<file path="src/rtl/dds_ctrl_pkg.sv">
// Shared definitions for the DDS sequencing controller: wave codes, the
// frequency-index tuning-word table, the configuration record and FSM states.
package dds_pkg;

  localparam logic [2:0] WAVE_SINE   = 3'd0;
  localparam logic [2:0] WAVE_SQUARE = 3'd1;
  localparam logic [2:0] WAVE_TRI    = 3'd2;
  localparam logic [2:0] WAVE_SAWUP  = 3'd3;
  localparam logic [2:0] WAVE_SAWDN  = 3'd4;
  localparam logic [2:0] WAVE_MAX    = WAVE_SAWDN;

  localparam logic [3:0] F_IDX_MAX   = 4'd11;

  typedef struct packed {
    logic [2:0] wave;
    logic [3:0] f;
    logic [1:0] p;
  } cfg_t;

  typedef enum logic [1:0] {
    S_RUN   = 2'd0,
    S_PEND  = 2'd1,
    S_APPLY = 2'd2
  } state_e;

  // Tuning words for a 32-bit accumulator clocked at 50 MHz.
  function automatic logic [31:0] ftw_of(input logic [3:0] idx);
    logic [31:0] w;
    case (idx)
      4'd0:    w = 32'd85899;
      4'd1:    w = 32'd171799;
      4'd2:    w = 32'd429497;
      4'd3:    w = 32'd858993;
      4'd4:    w = 32'd1717987;
      4'd5:    w = 32'd4294967;
      4'd6:    w = 32'd8589935;
      4'd7:    w = 32'd17179869;
      4'd8:    w = 32'd42949673;
      4'd9:    w = 32'd85899346;
      4'd10:   w = 32'd171798692;
      default: w = 32'd429496730;
    endcase
    return w;
  endfunction

  function automatic cfg_t sanitize_cfg(input logic [2:0] wave,
                                        input logic [3:0] f,
                                        input logic [1:0] p);
    cfg_t c;
    c.wave = (wave > WAVE_MAX) ? WAVE_SINE : wave;
    c.f    = (f > F_IDX_MAX) ? F_IDX_MAX : f;
    c.p    = p;
    return c;
  endfunction

endpackage

</file>
<file path="src/rtl/dds_ctrl_if.sv">
// Settings and output bundle between the keypad decoder, the controller and
// the waveform ROM/DAC datapath.
interface dds_ctrl_if #(
  parameter int ACC_W  = 32,
  parameter int ADDR_W = 10
);

  logic              en;
  logic [2:0]        wave_type_in;
  logic [3:0]        f_count_in;
  logic [1:0]        p_count_in;
  logic [ADDR_W-1:0] addr_out;
  logic [2:0]        wave_sel_out;
  logic [ACC_W-1:0]  ftw_out;
  logic              sample_valid;
  logic              cfg_pending;
  logic              cfg_applied;

  modport master (
    output en, wave_type_in, f_count_in, p_count_in,
    input  addr_out, wave_sel_out, ftw_out, sample_valid, cfg_pending, cfg_applied
  );

  modport slave (
    input  en, wave_type_in, f_count_in, p_count_in,
    output addr_out, wave_sel_out, ftw_out, sample_valid, cfg_pending, cfg_applied
  );

endinterface

</file>
<file path="src/rtl/dds_ctrl_phase_acc.sv">
// Phase accumulator: adds the tuning word while enabled and flags the carry
// out as a wrap; a synchronous clear restarts the waveform at phase 0.
module dds_phase_acc #(
  parameter int ACC_W  = 32,
  parameter int ADDR_W = 10
) (
  input  logic              clk,
  input  logic              rst_n,
  input  logic              en_i,
  input  logic              clr_i,
  input  logic [ACC_W-1:0]  ftw_i,
  output logic [ADDR_W-1:0] msb_o,
  output logic              wrap_o
);

  logic [ACC_W-1:0] acc_q, acc_d, sum;
  logic             carry;

  assign {carry, sum} = {1'b0, acc_q} + {1'b0, ftw_i};

  // Clear wins over enable so a wave switch always starts from phase 0.
  always_comb begin
    acc_d = acc_q;
    if (clr_i) begin
      acc_d = '0;
    end else if (en_i) begin
      acc_d = sum;
    end
  end

  always_ff @(posedge clk or negedge rst_n) begin
    if (!rst_n) begin
      acc_q <= '0;
    end else begin
      acc_q <= acc_d;
    end
  end

  assign wrap_o = en_i & carry;
  assign msb_o  = acc_q[ACC_W-1 -: ADDR_W];

endmodule

</file>
<file path="src/rtl/dds_ctrl.sv">
// DDS sequencing controller: holds the active configuration and defers any
// requested change to the next accumulator wrap (or a timeout / stopped run).
module dds_ctrl
  import dds_pkg::*;
#(
  parameter int ACC_W   = 32,
  parameter int ADDR_W  = 10,
  parameter int TIMEOUT = 1_000_000
) (
  input  logic      clk,
  input  logic      rst_n,
  dds_ctrl_if.slave bus
);

  localparam int               TCNT_W    = $clog2(TIMEOUT + 1);
  localparam logic [TCNT_W-1:0] TCNT_LAST = TCNT_W'(TIMEOUT - 1);

  cfg_t              req;
  cfg_t              active_q, active_d;
  cfg_t              shadow_q, shadow_d;
  state_e            state_q, state_d;
  logic [TCNT_W-1:0] tcnt_q, tcnt_d;
  logic [ACC_W-1:0]  ftw;
  logic [ADDR_W-1:0] accMsb;
  logic [ADDR_W-1:0] phaseOff;
  logic [ADDR_W-1:0] addr_q, addr_d;
  logic              valid_q;
  logic              wrap;
  logic              accClr;

  assign req      = sanitize_cfg(bus.wave_type_in, bus.f_count_in, bus.p_count_in);
  assign ftw      = ACC_W'(ftw_of(active_q.f));
  assign phaseOff = ADDR_W'(active_q.p) << (ADDR_W - 2);
  assign addr_d   = accMsb + phaseOff;

  dds_phase_acc #(
    .ACC_W  (ACC_W),
    .ADDR_W (ADDR_W)
  ) u_acc (
    .clk    (clk),
    .rst_n  (rst_n),
    .en_i   (bus.en),
    .clr_i  (accClr),
    .ftw_i  (ftw),
    .msb_o  (accMsb),
    .wrap_o (wrap)
  );

  // A request that returns to the active settings while pending is dropped
  // before any wrap/timeout can apply it.
  always_comb begin
    state_d  = state_q;
    shadow_d = shadow_q;
    tcnt_d   = tcnt_q;
    active_d = active_q;
    accClr   = 1'b0;
    case (state_q)
      S_RUN: begin
        if (req != active_q) begin
          shadow_d = req;
          tcnt_d   = '0;
          state_d  = S_PEND;
        end
      end
      S_PEND: begin
        shadow_d = req;
        tcnt_d   = tcnt_q + TCNT_W'(1);
        if (req == active_q) begin
          state_d = S_RUN;
        end else if (wrap || (tcnt_q == TCNT_LAST) || !bus.en) begin
          state_d = S_APPLY;
        end
      end
      S_APPLY: begin
        active_d = shadow_q;
        accClr   = (shadow_q.wave != active_q.wave);
        state_d  = S_RUN;
      end
      default: state_d = S_RUN;
    endcase
  end

  always_ff @(posedge clk or negedge rst_n) begin
    if (!rst_n) begin
      state_q  <= S_RUN;
      active_q <= '0;
      shadow_q <= '0;
      tcnt_q   <= '0;
      addr_q   <= '0;
      valid_q  <= 1'b0;
    end else begin
      state_q  <= state_d;
      active_q <= active_d;
      shadow_q <= shadow_d;
      tcnt_q   <= tcnt_d;
      addr_q   <= addr_d;
      valid_q  <= bus.en;
    end
  end

  assign bus.addr_out     = addr_q;
  assign bus.wave_sel_out = active_q.wave;
  assign bus.ftw_out      = ftw;
  assign bus.sample_valid = valid_q;
  assign bus.cfg_pending  = (state_q == S_PEND);
  assign bus.cfg_applied  = (state_q == S_APPLY);

endmodule

</file>
<file path="src/flat_wrapper.sv">
// flat-port wrapper written by rule: the top's interface ports become plain ports
module dds_ctrl_flat import dds_pkg::*;
#(
  parameter int ACC_W   = 32,
  parameter int ADDR_W  = 10,
  parameter int TIMEOUT = 1_000_000
)
  (clk, rst_n, bus_en, bus_wave_type_in, bus_f_count_in, bus_p_count_in, bus_addr_out, bus_wave_sel_out, bus_ftw_out, bus_sample_valid, bus_cfg_pending, bus_cfg_applied);
  dds_ctrl_if #(.ACC_W(ACC_W), .ADDR_W(ADDR_W)) bus_i ();
  input  logic clk;
  input  logic rst_n;
  input wire logic [$bits(bus_i.en)-1:0] bus_en;
  input wire logic [$bits(bus_i.wave_type_in)-1:0] bus_wave_type_in;
  input wire logic [$bits(bus_i.f_count_in)-1:0] bus_f_count_in;
  input wire logic [$bits(bus_i.p_count_in)-1:0] bus_p_count_in;
  output wire logic [$bits(bus_i.addr_out)-1:0] bus_addr_out;
  output wire logic [$bits(bus_i.wave_sel_out)-1:0] bus_wave_sel_out;
  output wire logic [$bits(bus_i.ftw_out)-1:0] bus_ftw_out;
  output wire logic [$bits(bus_i.sample_valid)-1:0] bus_sample_valid;
  output wire logic [$bits(bus_i.cfg_pending)-1:0] bus_cfg_pending;
  output wire logic [$bits(bus_i.cfg_applied)-1:0] bus_cfg_applied;
  assign bus_i.en = bus_en;
  assign bus_i.wave_type_in = bus_wave_type_in;
  assign bus_i.f_count_in = bus_f_count_in;
  assign bus_i.p_count_in = bus_p_count_in;
  assign bus_addr_out = bus_i.addr_out;
  assign bus_wave_sel_out = bus_i.wave_sel_out;
  assign bus_ftw_out = bus_i.ftw_out;
  assign bus_sample_valid = bus_i.sample_valid;
  assign bus_cfg_pending = bus_i.cfg_pending;
  assign bus_cfg_applied = bus_i.cfg_applied;
  dds_ctrl #(.ACC_W(ACC_W), .ADDR_W(ADDR_W), .TIMEOUT(TIMEOUT)) u_core (.clk(clk), .rst_n(rst_n), .bus(bus_i));
endmodule
</file>
<file path="config.mk">
export PLATFORM = sky130hd
export DESIGN_NAME = dds_ctrl_flat
export DESIGN_NICKNAME = d
export VERILOG_FILES = /design/src/rtl/dds_ctrl_pkg.sv /design/src/rtl/dds_ctrl_if.sv /design/src/rtl/dds_ctrl_phase_acc.sv /design/src/rtl/dds_ctrl.sv /design/src/flat_wrapper.sv
export SDC_FILE = /design/constraint.sdc
export NUM_CORES = 1
export LEC_CHECK = 0
export ABC_CLOCK_PERIOD_IN_PS = 4900
export CAP_MARGIN = 15
export CORE_MARGIN = 2
export CORE_UTILIZATION = 30
export DETAILED_ROUTE_END_ITERATION = 6
export GPL_ROUTABILITY_DRIVEN = 1
export PLACE_DENSITY = 0.45
export SYNTH_ARGS = -nofsm -noshare
export SYNTH_HDL_FRONTEND = slang
export SYNTH_SLANG_ARGS = --single-unit
</file>
<file path="constraint.sdc">
create_clock -name clk -period 4.9 [get_ports clk]
set_clock_uncertainty 0.1 [all_clocks]
set_input_delay 0.98 -clock clk [delete_from_list [all_inputs] [get_ports clk]]
set_output_delay 0.98 -clock clk [all_outputs]
set_load 0.01 [all_outputs]
</file>
==> flow_metrics.tcl, run 1 <==
set metrics [dict create \
    synth_fa_ha_area_share_pct 9.233 \
    via_count 5021 \
    synth_top_area_share_pct 35.98 \
    syn_avg_cell_area_um2 8.747 \
    initial_core_util_pct 30.76 \
    synth-edff-count 0 \
    crit_chain "inv_2 -> ha_1 -> o21ai_0 -> nand2_1 -> ha_1 -> a21oi_1 -> nor2_1 -> a211oi_1 -> o41ai_1 -> buf_4 -> a21o_1 -> a2111oi_0 -> nor2_1 -> a21oi_1" \
    synth_top_family_by_area "compound AO/OA/AOI/OAI gates" \
    period_minus_slack_ns 4.422 \
    clockBufferDepth 2 \
    hpwlAfterDp_um 11740 \
    yosysTopAreaCell "dfrtp_1" \
    grtUsageTotal_pct 16.19 \
    grt_start_max_net_pins 52 \
    synth-simple-area-share_pct 17.64 \
    ys_warn_count 0 \
    syn2layout_area_growth_pct 17.71 \
    first_pass_iters 5 \
    syn_inst 660 \
    via_per_inst 5.341 \
    fin_setup_tns_ns 0 \
    critPathMaxFanout 11 \
    cts_num_sinks 83 \
    rsz0062_at_grt "false" \
    dieArea_um2 20370 \
    syn_area_um2 5773 \
    placed_cell_area_um2 6526 \
    cts_buffers 9 \
    io_buffers 56 \
    synth-compound-area-share_pct 21.54 \
    routed_wl_um 16080 \
    cp-end-kind "flop" \
    drive_gt1_share_pct 5.382 \
    clock_latency_ns 0.35 \
    grt_antenna_before_repair 0 \
    fin_area_um2 6795 \
    synth_xor_area_share_pct 5.462 \
    layout_commonest_cell "dfrtp_1" \
    worst_pin_slew_ns 0.7730 \
    fp.dieH_um 142.7 \
    holdBufCountCts 0 \
    ios 60 \
    drtAntennaViolNets 0 \
    setup_violations 0 \
    crit_slowest_cell "a2111oi_0" \
    max_stage_delay_ns 0.68 \
    clockRootBuffer "clkbuf_16" \
    ys.flop_type "dfrtp_1" \
    worstSetupPathType "reg -> reg" \
    grt_pass1_wl_um 26060 \
    cts-resized-gates 0 \
    synthTopCellsByArea "dfrtp_1, ha_1, a21oi_1, nor2_1, nand2_1" \
    antenna_cells 0 \
    stdcell_count 940 \
    min_path_cells 0 \
    clock.fmax_mhz 226.2 \
    first_iter_violations 316 \
    layout_common_cells "dfrtp_1, nor2_1, nand2_1" \
    synth_mux_area_share_pct 6.003 \
    synth-seq-cells 83 \
    core_area_um2 18770 \
    wl_per_cell_um 17.10 \
    route.detailed.drc 0 \
    slew_viol_final 0 \
    synth_cell_types 67 \
    slew_headroom_pct 47.13 \
    fp-row-count 50 \
    first_global_vias 4759 \
    final.period_utilization_pct 90.24 \
    reg2regPathDepth 14 \
    gp_congestion 0.8877 \
    grt_overflow 0 \
    dp_cells 924 \
    ys_seq_area_share_pct 35.98 \
    required_ns 5.07 \
    finalHoldViolCount 0 \
    die_x_um 142.7 \
    tritoncts "built" \
    maxCapViolations 0 \
    nets 755 \
    htreeDepth 3 \
    cts.reportedPaths.clkPinSlew_ns 0.06 \
    hp-class "reg -> reg" \
    post_cts.repair.setup_buffers 0 \
    async_flop_share_pct 100.0 \
    status "finished clean" \
    worstPathArrival_ns 4.59 \
    cp-start-kind "flop" \
]
## layout make-up
cell class / instances / area (um^2)
Inverter: 16 / 60.06
Clock buffer: 10 / 229.0
Tap cell: 234 / 292.8
Fill cell: 1922 / 11970
Timing Repair Buffer: 66 / 628.1
Multi-Input combinational cell: 525 / 3468
Sequential cell: 83 / 2077
Clock inverter: 6 / 40.04
## synth_stat cells, types with 6 or more instances
cell      number
o21ai_0       28
dfrtp_1       83
nand3_1       13
nor2b_1        8
clkbuf_1      26
xor2_1        18
o21ai_1       26
nand2b_1      12
o22ai_1        9
a21oi_1       52
nor4_1         6
nor2_1        66
and3_1        12
buf_4          6
mux2i_1       20
nand2_1       65
mux2_1         8
inv_1         12
a211oi_1       8
nor3_1         7
nand4_1       10
a21o_1        25
ha_1          41
xnor2_1       18
## per-stage QoR
stage	utilization [%]	hold WS, ns	worst slack, ns
floorplan	-	0.2726	1.051
global placement	34.77	0.2957	0.6097
detailed placement	34.77	0.3011	0.5244
CTS	36.21	0.3158	0.5030
global route	36.21	0.3413	0.1885
finish	36.21	0.3110	0.4783
## worst max-delay path, delay by kind of cell, from the launching register on
family	cells	cell delay, ns
DFF	1	0.56
and+or+nand+nor	3	0.40
adders and majority gates	2	0.64
buffers and inverters	2	0.36
AOI/OAI and AO/OA	7	2.27
## flip-flops by register name, summed over array words and instances, names as in the netlist
register	count
u_core.u_acc.acc_q	32
u_core.state_q	2
u_core.bus.sample_valid	1
u_core.bus.addr_out	10
u_core.tcnt_q	20
u_core.active_q	6
u_core.shadow_q	9
u_core.bus.wave_sel_out	3
## final timing paths
path / start / to / slack (ns)
min in group asynchronous: rst_n / u_core.u_acc.acc_q[11]$_DFFE_PN0P_ / 0.57
worst min-delay path: u_core.u_acc.acc_q[24]$_DFFE_PN0P_ / u_core.bus.addr_out[2]$_DFF_PN0_ / 0.31
worst max-delay path: u_core.active_q[3]$_DFFE_PN0P_ / u_core.state_q[0]$_DFFE_PN0P_ / 0.48
worst min register to register: u_core.u_acc.acc_q[24]$_DFFE_PN0P_ / u_core.bus.addr_out[2]$_DFF_PN0_ / 0.31
max in group asynchronous: rst_n / u_core.state_q[1]$_DFFE_PN0P_ / 3.19
worst max register to register: u_core.active_q[3]$_DFFE_PN0P_ / u_core.state_q[0]$_DFFE_PN0P_ / 0.48
## cells by family after synthesis
logic type / Yosys count
and+or+nand+nor: 216
buffers and inverters: 54
other: 1
muxes: 33
xor gates and xnor gates: 36
DFF: 83
AOI/OAI and AO/OA: 195
adders and majority gates: 42
## routing by layer
| layer | track usage (%) | wire (um) |
|---|---|---|
| met1 | 23.81 | 8061 |
| met2 | 23.96 | 6893 |
| met3 | 2.515 | 784 |
| met4 | 5.784 | 338 |
| met5 | 0 | 0 |
Power of run 1 is left out: the tool's default activity adds up to more than one toggle a clock period on the data nets, which glitch-free logic cannot reach.
==> inputs of run 2 (changes only) <==
--- a/config.mk
+++ b/config.mk
@@ -11,6 +11,7 @@
 export CORE_UTILIZATION = 30
 export DETAILED_ROUTE_END_ITERATION = 6
 export GPL_ROUTABILITY_DRIVEN = 1
+export MAX_ROUTING_LAYER = met4
 export PLACE_DENSITY = 0.45
 export SYNTH_ARGS = -nofsm -noshare
 export SYNTH_HDL_FRONTEND = slang
==> run 2 against run 1 <==
  * Sequential share of layout area stayed put
  * Sequential cell count stayed put
  * Clock-buffer cell count stayed put
  * Non-clock buffer count stayed put
  * Final cell count stayed put
  * Hold slack hardly changed
  * Global-route usage is 0.52 points higher
==> flow_metrics.tcl, run 2 (synthesized netlist as in run 1, its figures left out) <==
set metrics [dict create \
    status "finished clean" \
    period_minus_slack_ns 4.426 \
    placed_cell_area_um2 6526 \
    fin_area_um2 6795 \
    slew_viol_final 0 \
    io_buffers 56 \
    fp.dieH_um 142.7 \
    routed_wl_um 16030 \
    core_area_um2 18770 \
    first_iter_violations 298 \
    worst_pin_slew_ns 0.7898 \
    hp-class "reg -> reg" \
    via_count 5019 \
    worstSetupPathType "reg -> reg" \
    first_global_vias 4752 \
    finalHoldViolCount 0 \
    post_cts.repair.setup_buffers 0 \
    clockRootBuffer "clkbuf_16" \
    crit_slowest_cell "a2111oi_0" \
    largest_reg_flops 32 \
    syn2layout_area_growth_pct 17.71 \
    clock.fmax_mhz 225.9 \
    regArea_um2 2077 \
    antenna_cells 0 \
    crit_chain "inv_2 -> ha_1 -> o21ai_0 -> nand2_1 -> ha_1 -> a21oi_1 -> nor2_1 -> a211oi_1 -> o41ai_1 -> buf_4 -> a21o_1 -> a2111oi_0 -> nor2_1 -> a21oi_1" \
    drive_gt1_share_pct 5.382 \
    cts_buffers 9 \
    drtAntennaViolNets 0 \
    cts_num_sinks 83 \
    nFillCells 1922 \
    dieArea_um2 20370 \
    cp-start-kind "flop" \
    clockBufferDepth 2 \
    maxCapViolations 0 \
    grt_pass1_wl_um 26090 \
    grt_overflow 0 \
    layout_common_cells "dfrtp_1, nor2_1, nand2_1" \
    tritoncts "built" \
    grtUsageTotal_pct 16.72 \
    fin_setup_tns_ns 0 \
    max_stage_delay_ns 0.70 \
    first_pass_iters 5 \
    gp_congestion 0.9027 \
    nets 755 \
    fp-row-count 50 \
    htreeDepth 3 \
    holdBufCountCts 0 \
    rsz0062_at_grt "false" \
    cp-end-kind "flop" \
    die_x_um 142.7 \
    cts-resized-gates 0 \
    final.period_utilization_pct 90.33 \
    route.detailed.drc 0 \
    grt_antenna_before_repair 0 \
    grt_start_max_net_pins 52 \
    cts.reportedPaths.clkPinSlew_ns 0.06 \
    via_per_inst 5.339 \
    setup_violations 0 \
    layout_commonest_cell "dfrtp_1" \
    regMostFlops "u_core.u_acc.acc_q" \
    clock_latency_ns 0.35 \
    multi_input_area_um2 3468 \
    initial_core_util_pct 30.76 \
    critPathMaxFanout 11 \
    wl_per_cell_um 17.06 \
    ios 60 \
    required_ns 5.07 \
    hpwlAfterDp_um 11740 \
    worstPathArrival_ns 4.60 \
    slew_headroom_pct 45.98 \
]
[run 2: worst paths after layout]
| kind | start | end | slack (ns) | cells past startpoint |
|---|---|---|---|---|
| worst max-delay path | u_core.active_q[3]$_DFFE_PN0P_ | u_core.state_q[0]$_DFFE_PN0P_ | 0.47 | 14 |
| worst min-delay path | u_core.u_acc.acc_q[24]$_DFFE_PN0P_ | u_core.bus.addr_out[2]$_DFF_PN0_ | 0.31 | 0 |
| worst max register to register | u_core.active_q[3]$_DFFE_PN0P_ | u_core.state_q[0]$_DFFE_PN0P_ | 0.47 | 14 |
| worst min register to register | u_core.u_acc.acc_q[24]$_DFFE_PN0P_ | u_core.bus.addr_out[2]$_DFF_PN0_ | 0.31 | 0 |
| max in group asynchronous | rst_n | u_core.state_q[1]$_DFFE_PN0P_ | 3.19 | 2 |
| min in group asynchronous | rst_n | u_core.u_acc.acc_q[11]$_DFFE_PN0P_ | 0.57 | 1 |
[run 2: per-stage QoR]
| stage | std cells | utilization [%] | setup WS (ns) | hold WS (ns) |
|---|---|---|---|---|
| 6_report | 940 | 36.21 | 0.4739 | 0.3110 |
| 5_1_grt | 940 | 36.21 | 0.1896 | 0.3413 |
| 3_5_place_dp | 924 | 34.77 | 0.5244 | 0.3011 |
| 4_1_cts | 940 | 36.21 | 0.5030 | 0.3158 |
| 3_3_place_gp | 924 | 34.77 | 0.6097 | 0.2957 |
| 2_1_floorplan | 662 | - | 1.051 | 0.2726 |
[run 2: routing by layer]
| layer | part of all wire (%) | global-route usage (%) | vias to the layer above |
|---|---|---|---|
| met5 | 0 | - | - |
| met4 | 2.1 | 5.784 | 0 |
| met3 | 4.5 | 2.482 | 22 |
| met2 | 43 | 23.94 | 164 |
| met1 | 50 | 23.99 | 2382 |
| li1 | - | - | 2451 |
[run 2: layout make-up]
cell class | instances | area share, %
Clock buffer | 10 | 3.370
Sequential cell | 83 | 30.57
Clock inverter | 6 | 0.5892
Multi-Input combinational cell | 525 | 51.04
Inverter | 16 | 0.8838
Tap cell | 234 | 4.309
Timing Repair Buffer | 66 | 9.243
[run 2: worst max-delay path, delay by kind of cell (launching register included)]
family,cells,cell delay (ns)
flops,1,0.56
compound gates,7,2.29
buf+inv,2,0.36
fa+ha+maj,2,0.64
simple gates,3,0.40
Power of run 2 is left out for the same reason.
